--- src/rtl/riscv_pkg.sv ---
// Shared definitions for the fetch stage.
//   XLEN          : architectural register / address width
//   PC_INCR       : sequential PC step
//   fetch_state_t : fetch FSM states (RUN, HALT)
//   fetch_entry_t : one fetch buffer entry {pc, instr}
package riscv_pkg;

  localparam int XLEN = 32;
  localparam logic [XLEN-1:0] PC_INCR = 32'd4;

  typedef enum logic {
    RUN  = 1'b0,
    HALT = 1'b1
  } fetch_state_t;

  typedef struct packed {
    logic [XLEN-1:0] pc;
    logic [XLEN-1:0] instr;
  } fetch_entry_t;

endpackage

--- src/rtl/fetch_buffer.sv ---
// Synchronous show-ahead FIFO holding fetched {pc, instr} entries.
// Ports:
//   clk, reset : clock, synchronous active-high reset (empties the FIFO)
//   flush      : empties the FIFO; dominates push and pop
//   push       : write push_data (accepted when not full, or full with pop)
//   push_data  : entry to write
//   pop        : remove the head entry (ignored when empty)
//   head_data  : current head entry
//   empty      : no entries stored
//   count      : number of entries stored, 0..DEPTH
module fetch_buffer
  import riscv_pkg::*;
#(
  parameter int DEPTH = 2,
  parameter int WIDTH = 2 * XLEN,
  parameter int CW    = $clog2(DEPTH) + 1
) (
  input  logic             clk,
  input  logic             reset,
  input  logic             flush,
  input  logic             push,
  input  logic [WIDTH-1:0] push_data,
  input  logic             pop,
  output logic [WIDTH-1:0] head_data,
  output logic             empty,
  output logic [CW-1:0]    count
);

  localparam int AW = $clog2(DEPTH);
  localparam logic [CW-1:0] FULL_COUNT = CW'(DEPTH);
  localparam logic [AW-1:0] PTR_ONE = AW'(1);
  localparam logic [CW-1:0] CNT_ONE = CW'(1);

  logic [WIDTH-1:0] mem [DEPTH];
  logic [AW-1:0]    wr_ptr_reg, rd_ptr_reg;
  logic [CW-1:0]    count_reg;
  logic             full, do_push, do_pop;

  assign empty     = (count_reg == '0);
  assign full      = (count_reg == FULL_COUNT);
  assign count     = count_reg;
  assign head_data = mem[rd_ptr_reg];

  // A full FIFO still takes a write when the head leaves in the same cycle.
  assign do_pop  = pop && !empty;
  assign do_push = push && (!full || do_pop);

  always_ff @(posedge clk) begin
    if (reset || flush) begin
      wr_ptr_reg <= '0;
      rd_ptr_reg <= '0;
      count_reg  <= '0;
    end else begin
      if (do_push) wr_ptr_reg <= wr_ptr_reg + PTR_ONE;
      if (do_pop)  rd_ptr_reg <= rd_ptr_reg + PTR_ONE;
      case ({do_push, do_pop})
        2'b10:   count_reg <= count_reg + CNT_ONE;
        2'b01:   count_reg <= count_reg - CNT_ONE;
        default: count_reg <= count_reg;
      endcase
    end
  end

  always_ff @(posedge clk) begin
    if (do_push) mem[wr_ptr_reg] <= push_data;
  end

endmodule

--- src/rtl/full_adder_32bit.sv ---
// 32-bit ripple-carry adder built from a chain of full-adder bit cells.
// Ports:
//   a, b : addends
//   cin  : carry into bit 0
//   sum  : a + b + cin, modulo 2^32
module full_adder_32bit
  import riscv_pkg::*;
(
  input  logic [XLEN-1:0] a,
  input  logic [XLEN-1:0] b,
  input  logic            cin,
  output logic [XLEN-1:0] sum
);

  always_comb begin : ripple
    logic carry;
    carry = cin;
    sum   = '0;
    for (int i = 0; i < XLEN; i++) begin
      sum[i] = a[i] ^ b[i] ^ carry;
      carry  = (a[i] & b[i]) | (carry & (a[i] ^ b[i]));
    end
  end

endmodule

--- src/rtl/fetch_pc_unit.sv ---
// Instruction fetch PC unit: issues in-order requests to instruction
// memory under a credit limit, buffers responses for decode, and handles
// branch/jump redirects (aligned -> restart, misaligned -> HALT).
// Ports:
//   clk, reset          : clock, synchronous active-high reset
//   redirect_valid      : taken branch/jump pulse from execute
//   redirect_target     : new PC for the redirect
//   imem_req/imem_addr  : memory request and its address (current PC)
//   imem_gnt            : request accepted this cycle
//   imem_rvalid/rdata   : in-order read response
//   if_valid/if_ready   : decode handshake
//   if_instr/if_pc      : head instruction and its PC
//   misaligned_err      : pulse on a redirect with target[1:0] != 0
module fetch_pc_unit
  import riscv_pkg::*;
#(
  parameter logic [XLEN-1:0] RESET_PC  = 32'h0000_0000,
  parameter int              BUF_DEPTH = 2
) (
  input  logic            clk,
  input  logic            reset,
  input  logic            redirect_valid,
  input  logic [XLEN-1:0] redirect_target,
  output logic            imem_req,
  output logic [XLEN-1:0] imem_addr,
  input  logic            imem_gnt,
  input  logic            imem_rvalid,
  input  logic [XLEN-1:0] imem_rdata,
  output logic            if_valid,
  input  logic            if_ready,
  output logic [XLEN-1:0] if_instr,
  output logic [XLEN-1:0] if_pc,
  output logic            misaligned_err
);

  localparam int CW = $clog2(BUF_DEPTH) + 1;
  localparam logic [CW-1:0] CNT_ONE = CW'(1);
  localparam logic [CW:0]   CREDIT_LIMIT = (CW + 1)'(BUF_DEPTH);

  fetch_state_t    state_reg, state_next;
  logic [XLEN-1:0] pc_reg, pc_next, resp_pc_reg, resp_pc_next;
  logic [XLEN-1:0] pc_plus4, resp_pc_plus4;
  logic [CW-1:0]   outstanding_reg, outstanding_next, drop_reg, drop_next;
  logic            init_done_reg;
  logic [CW-1:0]   buf_count;
  logic            buf_empty;
  fetch_entry_t    buf_head, buf_in;
  logic            redirect_take, redirect_bad, credit_ok;
  logic            accept, resp_ok, resp_drop, enqueue, dequeue;

  // resp_pc_reg tracks the PC of the oldest outstanding request, so the
  // response can be tagged without storing addresses per request.
  full_adder_32bit u_pc_inc (
    .a   (pc_reg),
    .b   (PC_INCR),
    .cin (1'b0),
    .sum (pc_plus4)
  );

  full_adder_32bit u_resp_pc_inc (
    .a   (resp_pc_reg),
    .b   (PC_INCR),
    .cin (1'b0),
    .sum (resp_pc_plus4)
  );

  assign redirect_take = (state_reg == RUN) && redirect_valid;
  assign redirect_bad  = redirect_take && (redirect_target[1:0] != 2'b00);
  // Requests in flight plus buffered entries never exceed the buffer size,
  // so every response always has a slot.
  assign credit_ok = ({1'b0, outstanding_reg} + {1'b0, buf_count}) < CREDIT_LIMIT;
  assign accept    = imem_req && imem_gnt;
  assign resp_ok   = imem_rvalid && (outstanding_reg != '0);
  assign resp_drop = resp_ok && (drop_reg != '0);
  assign enqueue   = resp_ok && !resp_drop && (state_reg == RUN) && !redirect_valid;
  assign dequeue   = if_valid && if_ready;
  assign buf_in    = {resp_pc_reg, imem_rdata};

  fetch_buffer #(
    .DEPTH (BUF_DEPTH),
    .WIDTH (2 * XLEN),
    .CW    (CW)
  ) u_buf (
    .clk       (clk),
    .reset     (reset),
    .flush     (redirect_take),
    .push      (enqueue),
    .push_data (buf_in),
    .pop       (dequeue),
    .head_data (buf_head),
    .empty     (buf_empty),
    .count     (buf_count)
  );

  // FSM: state register
  always_ff @(posedge clk) begin
    if (reset) state_reg <= RUN;
    else       state_reg <= state_next;
  end

  // FSM: next state; HALT is left only through reset
  always_comb begin
    state_next = state_reg;
    if (redirect_bad) state_next = HALT;
  end

  // FSM: outputs. init_done_reg holds off the first request for one cycle
  // after reset is released.
  always_comb begin
    imem_req       = !reset && init_done_reg && (state_reg == RUN) &&
                     credit_ok && !redirect_valid;
    imem_addr      = reset ? RESET_PC : pc_reg;
    if_valid       = !reset && (state_reg == RUN) && !buf_empty && !redirect_valid;
    if_instr       = if_valid ? buf_head.instr : '0;
    if_pc          = if_valid ? buf_head.pc : '0;
    misaligned_err = !reset && redirect_bad;
  end

  // Datapath next-state. An aligned redirect marks every request still in
  // flight (after this cycle's response, which is itself discarded) for drop.
  always_comb begin
    pc_next          = pc_reg;
    resp_pc_next     = resp_pc_reg;
    outstanding_next = outstanding_reg;
    drop_next        = drop_reg;
    if (resp_ok)   outstanding_next = outstanding_reg - CNT_ONE;
    if (accept)    outstanding_next = outstanding_next + CNT_ONE;
    if (resp_drop) drop_next = drop_reg - CNT_ONE;
    if (accept)    pc_next = pc_plus4;
    if (enqueue)   resp_pc_next = resp_pc_plus4;
    if (redirect_take && !redirect_bad) begin
      pc_next      = redirect_target;
      resp_pc_next = redirect_target;
      drop_next    = outstanding_next;
    end
  end

  always_ff @(posedge clk) begin
    if (reset) begin
      pc_reg          <= RESET_PC;
      resp_pc_reg     <= RESET_PC;
      outstanding_reg <= '0;
      drop_reg        <= '0;
      init_done_reg   <= 1'b0;
    end else begin
      pc_reg          <= pc_next;
      resp_pc_reg     <= resp_pc_next;
      outstanding_reg <= outstanding_next;
      drop_reg        <= drop_next;
      init_done_reg   <= 1'b1;
    end
  end

endmodule

--- config.mk ---
export PLATFORM = sky130hd
export DESIGN_NAME = fetch_pc_unit
export DESIGN_NICKNAME = d
export VERILOG_FILES = /design/src/rtl/riscv_pkg.sv /design/src/rtl/fetch_buffer.sv /design/src/rtl/full_adder_32bit.sv /design/src/rtl/fetch_pc_unit.sv
export SDC_FILE = /design/constraint.sdc
export NUM_CORES = 1
export LEC_CHECK = 0
export ABC_CLOCK_PERIOD_IN_PS = 7650
export CAP_MARGIN = 40
export CELL_PAD_IN_SITES_DETAIL_PLACEMENT = 1
export CELL_PAD_IN_SITES_GLOBAL_PLACEMENT = 2
export CORE_MARGIN = 2
export CORE_UTILIZATION = 34
export CTS_BUF_LIST = sky130_fd_sc_hd__clkbuf_16
export DETAILED_ROUTE_END_ITERATION = 8
export HOLD_SLACK_MARGIN = 0.05
export PLACE_DENSITY = 0.8
export SLEW_MARGIN = 20
export SYNTH_ARGS = -nofsm -noshare
export SYNTH_HDL_FRONTEND = slang
export SYNTH_SLANG_ARGS = --single-unit
--- constraint.sdc ---
create_clock -name clk -period 7.65 [get_ports clk]
set_input_delay 1.53 -clock clk [delete_from_list [all_inputs] [get_ports clk]]
set_output_delay 1.53 -clock clk [all_outputs]
set_load 0.01 [all_outputs]
After elaboration in Yosys (flattened, before gate mapping)
Memories as Yosys holds them, arrays and structs flattened. A register that Yosys moved wholly into a read port is not among the register bits.
Cells that the tools add are included.

word-level totals
  memories kept = 1
  latch bits = 0
  memory bits (read-only) = 0
  word-level logic and storage cells = 194
  register bits after elaboration = 74
  input port bits = 70
  output and inout bits = 99
  RAM bits = 128

cells by class
  multipliers = 0
  equality and inequality tests = 3
  magnitude comparators = 1
  add/subtract/negate cells = 8
  shifts and indexed selects = 0
  reduce and logical (&&, ||, !) cells = 36
  bitwise operators = 117
  multiplexer cells = 17
  divide/modulo/power cells = 0

memories
  memory     depth  width  read ports  clocked after Yosys merged registers in  write ports  RTL line            RTL
  u_buf.mem  2      64     1           1                                        1            fetch_buffer.sv:34  logic [WIDTH-1:0] mem [DEPTH];

operators with widths
  operator                                                                      number
  32-bit 2-to-1 mux                                                             7
  1-bit bitwise XOR                                                             58
  1-bit bitwise AND                                                             56
  1-bit logical AND                                                             20
  2-bit nonzero test                                                            7
  2-bit 2-to-1 mux                                                              4
  1-bit zero test                                                               6
  2-bit by 1-bit subtractor with 2-bit output, second input constant            3
  1-bit 2-to-1 mux                                                              5
  2-bit by 1-bit adder with 2-bit output, second input constant                 2
  2-bit == test, second input constant                                          2
  2-bit case mux with 2 select lines                                            1
  2-bit by 2-bit adder with 3-bit output                                        1
  3-bit by 2-bit less-than comparator with 1-bit output, second input constant  1
  1-bit inverter                                                                3
  1-bit adder, second input constant                                            2
  2-bit by 1-bit == test with 1-bit output, second input constant               1
  2-bit zero test                                                               1
  1-bit logical OR                                                              2

Logic depth before layout (Yosys ltp)
  word-level depth = 31
  depth in mapped cells = 31
  mapped depth without buffers = 31

Cells and area by module
From an unflattened synthesis, not the netlist that was laid out.

unflattened totals
  cell total of the unflattened synthesis = 778
  area total of the unflattened synthesis = 9746.8 um2

modules (own cells, without submodules)
  module            cells each  sequential area each (um2)  area an instance (um2)  times used
  fetch_buffer      231         3943.8                      4888.4                  1
  fetch_pc_unit     473         1401.3                      3532.1                  1
  full_adder_32bit  37          0.0                         663.1                   2

Worst setup path after synthesis
Ideal clock, no wire load.

  path type = flip-flop to flip-flop
  start = register resp_pc_reg[2]
  end = register resp_pc_reg[30]
  arrival = 5517 ps
  required time = 7559 ps
  cell stages (with the launch flop) = 31
  path slack = 2042 ps
  setup time = 91 ps
  clock period less this slack = 5608 ps
  buffers on the path = 0
  cell sequence = dfxtp_1 -> ha_1 -> ha_1 -> ha_1 -> ha_1 -> ha_1 -> ha_1 -> ha_1 -> ha_1 -> ha_1 -> ha_1 -> ha_1 -> ha_1 -> ha_1 -> ha_1 -> ha_1 -> ha_1 -> ha_1 -> ha_1 -> ha_1 -> ha_1 -> ha_1 -> ha_1 -> ha_1 -> ha_1 -> ha_1 -> ha_1 -> ha_1 -> ha_1 -> nand3_1 -> a311oi_1

on the way
  cells in the longest elaborated chain, start to end = 30

ends and longest elaborated chain
  element                           RTL line                RTL
  from (decl)                       fetch_pc_unit.sv:41     logic [XLEN-1:0] pc_reg, pc_next, resp_pc_reg, resp_pc_next;
  from (signal assigned)            fetch_pc_unit.sv:147    resp_pc_reg <= resp_pc_next;
  1-bit bitwise AND (27 in series)  full_adder_32bit.sv:21  carry = (a[i] & b[i]) | (carry & (a[i] ^ b[i]));
  1-bit bitwise XOR                 full_adder_32bit.sv:20  sum[i] = a[i] ^ b[i] ^ carry;
  32-bit 2-to-1 mux                 fetch_pc_unit.sv:130    if (enqueue) resp_pc_next = resp_pc_plus4;
  32-bit 2-to-1 mux                 fetch_pc_unit.sv:131    if (redirect_take && !redirect_bad) begin

Every way passes these cells. The select of a mux whose other input is x is not followed.
A chain may end at the register's enable or synchronous reset.

Worst setup path in the final report
Ends and elaborated chain as after synthesis.

==> impl_results.md <==
* Outcome: completed
* Register area share after synthesis at 58.3%
* CP dominant cell by count: ha_1
* Setup CP Type: flop to flop
* CTS sink count at 201
* Worst R2R Start: resp_pc_reg[2]
* Io pins at 169
* Setup slack, reg-to-reg at 1.70 ns
* Mux cell area share after synthesis at 7.15%
* Xor-xnor portion of the synthesized cell area at 0.866%
* Dominant synthesized flop cell: edfxtp_1
* TritonCTS clock tree: done
* Seq cells post-synth at 201
* Synthesis-to-layout area growth at 32.6%
* Final Slew Violations at 0
* Main combinational cell family by area after synthesis: simple AND/OR/NAND/NOR gates
* Total power at 0.00258 W
* Vias in the first global route at 6,709
* CP endpoint kind: flop
* Max FFs per register at 128
* Final setup fails at 0
* Post-synth top area share at 42.2%
* Via count at 6,391
* CP Max Fanout at 4
* DR WL/cell at 17.6 um
* Cells after Synth at 779
* Syn_nets at 908
* GPL Wtd Cong at 0.761
* Num CTS Buffers at 22
* Synth cell types at 41
* Levels on crit path at 30
* Die Y at 168 um
* Hold Vio Cnt, Final at 0
* Setup Total Neg Slack at 0 ns
* Worst path top cell family by delay: adder cells
* Pre-CTS setup slack at 1.68 ns
* Finished Layout Cells at 1,285
* FF-to-FF path depth at 30
* Hold Buf Count CTS at 0
* Hold Crit Class: flop to flop
* Port buffer count at 168
* H-tree Lvls at 1
* First-pass GRT wire length at 36,400 um
* PnR worst setup slack at 1.70 ns
* Post_cts resized at 0
* Drt initial violations at 284
* Most frequent cells in the layout: clkdlybuf4s50_1, nor2_1, edfxtp_1
* Worst slew pin tran at 0.733 ns
* Post-DRT Antenna Nets at 0
* Crit path buf inv count at 0
* Clk Latency, worst-skew pair at 0.50 ns
* Fmax at 168 MHz
* Gr busiest metal: met2
* Hold depth at 0
* Vias per cell at 4.97
* Total track usage at 16.1%
* 1st-pass router iterations at 4
* Critical Path Source: resp_pc_reg[2]
* Syn Area/Cell at 11.7 sq um
* Met1 Use GR at 23.5%
* Final WL at 22,600 um
* RSZ-0062 raised after global routing: no
* Post-synth EDFFs at 128
* Core area at 26,200 sq um
* Maximum number of pins on one net before global-route repair at 69
* Slew Limit Headroom at 51.2%
* CP max stage cell: dfxtp_1
* Worst-case clock buffer depth at 3
* Post-synthesis adder-cell area fraction at 8.19%
* Row cnt at 59
* CP Data Arrival Time at 6.35 ns
* Post-Syn Area at 9100 sq um
* Pwr/cell area at 214 nW/um^2
* Worst hold margin at 0.451 ns
* Met3 Use GR at 2.36%
* Final period util at 77.7%
* Hpwl dp at 15,600 um
* Peak VDD IR at 0.135 mV
* Initial antenna violation count at 0
* Worst Path Required at 8.06 ns
* Top cells by area, synth: edfxtp_1, dfxtp_1, ha_1
* Die X-Extent at 168 um
* Clock-pin slew on the worst setup and hold paths at 0.06 ns
* Nets at 1,063
* Max Cap Viol at 0
* Leak pwr at 4.24 nW
* Remaining global-route overflow at 0
* Critical Path Sink: resp_pc_reg[30]
* Final worst path period need at 5.95 ns
* RR Endpoint: resp_pc_reg[30]
* DP Cell Count at 1,244
* Ant. Diodes at 0
* Grt met2 use at 25.5%
* Startpoint types: flop
* Initial core utilization at 34.7%
* Compound-Gate Fraction of Synth Area at 7.98%
* Postcts setup bufs at 0
* Clock Skews at 0.0103 ns
* Post-synth top area cell: edfxtp_1
* Commonest non-fill, non-tap cell in the layout: clkdlybuf4s50_1
* Die area at 28,100 sq um
* Simple-Gate Fraction of Synth Area at 14.6%
* Drt drc at 0
* Root buffer cell: clkbuf_16
* Max stage delay on crit path at 0.34 ns
* Ys Warns at 0
* Async S/R FF share, synth at 0%
* Layout cell share with drive strength beyond 1 at 7.47%
## metrics by stage
stage	util (%)	instance area, sq um
2_1_floorplan	-	9100
3_3_place_gp	42.3	11100
3_5_place_dp	42.9	11200
4_1_cts	46.0	12100
5_1_grt	46.1	12100
6_report	46.1	12100
## power by group
part,internal [W],switching [W]
logic,0.0000867,0.0000935
clock network,0.000778,0.000418
registers,0.00118,0.0000236
total,0.00204,0.000536
## cell type report
cell class	instances	area (sq um)
clock buffer	23	576
sequential	201	5310
fill	2749	14100
inverter	9	33.8
timing repair buffer	185	1900
tap	335	419
multi-input combinational	515	3580
clock inverter	17	251
## worst min path at each step
stage | start | end | slack (ns)
after global placement | pc_reg[1] | u_buf.mem[0][33] | 0.43
after global routing | pc_reg[1] | u_buf.mem[0][33] | 0.48
after detailed placement | pc_reg[0] | u_buf.mem[0][32] | 0.44
final | pc_reg[0] | u_buf.mem[1][32] | 0.45
after CTS | pc_reg[0] | u_buf.mem[1][32] | 0.46
after floorplan | pc_reg[0] | u_buf.mem[0][32] | 0.42
## synth_stat cells, drive strengths merged, types with 2 or more instances
cell type,n
a211oi,3
a21oi,6
a311oi,57
and2,2
buf,17
clkbuf,37
dfxtp,73
edfxtp,128
ha,58
inv,9
mux2i,65
nand2,89
nand2b,3
nand3,31
nor2,130
nor2b,33
nor3,4
nor3b,3
nor4b,2
o21ai,5
or4b,2
xnor2,4
xor2,5
## routing by layer
| metal | up-vias | part of all wire (%) |
|---|---|---|
| met3 | 29 | 4.0 |
| li1 | 3129 | - |
| met1 | 3092 | 50 |
| met5 | - | 0 |
| met4 | 0 | 1.3 |
| met2 | 141 | 45 |
## logic make-up after synthesis
kind of cell	count (synthesis)
simple gates	303
flops	201
compound gates	79
mux	65
buf+inv	63
fa+ha+maj	59
xor+xnor	9
No activity file was read; power rests on OpenSTA's default activity.
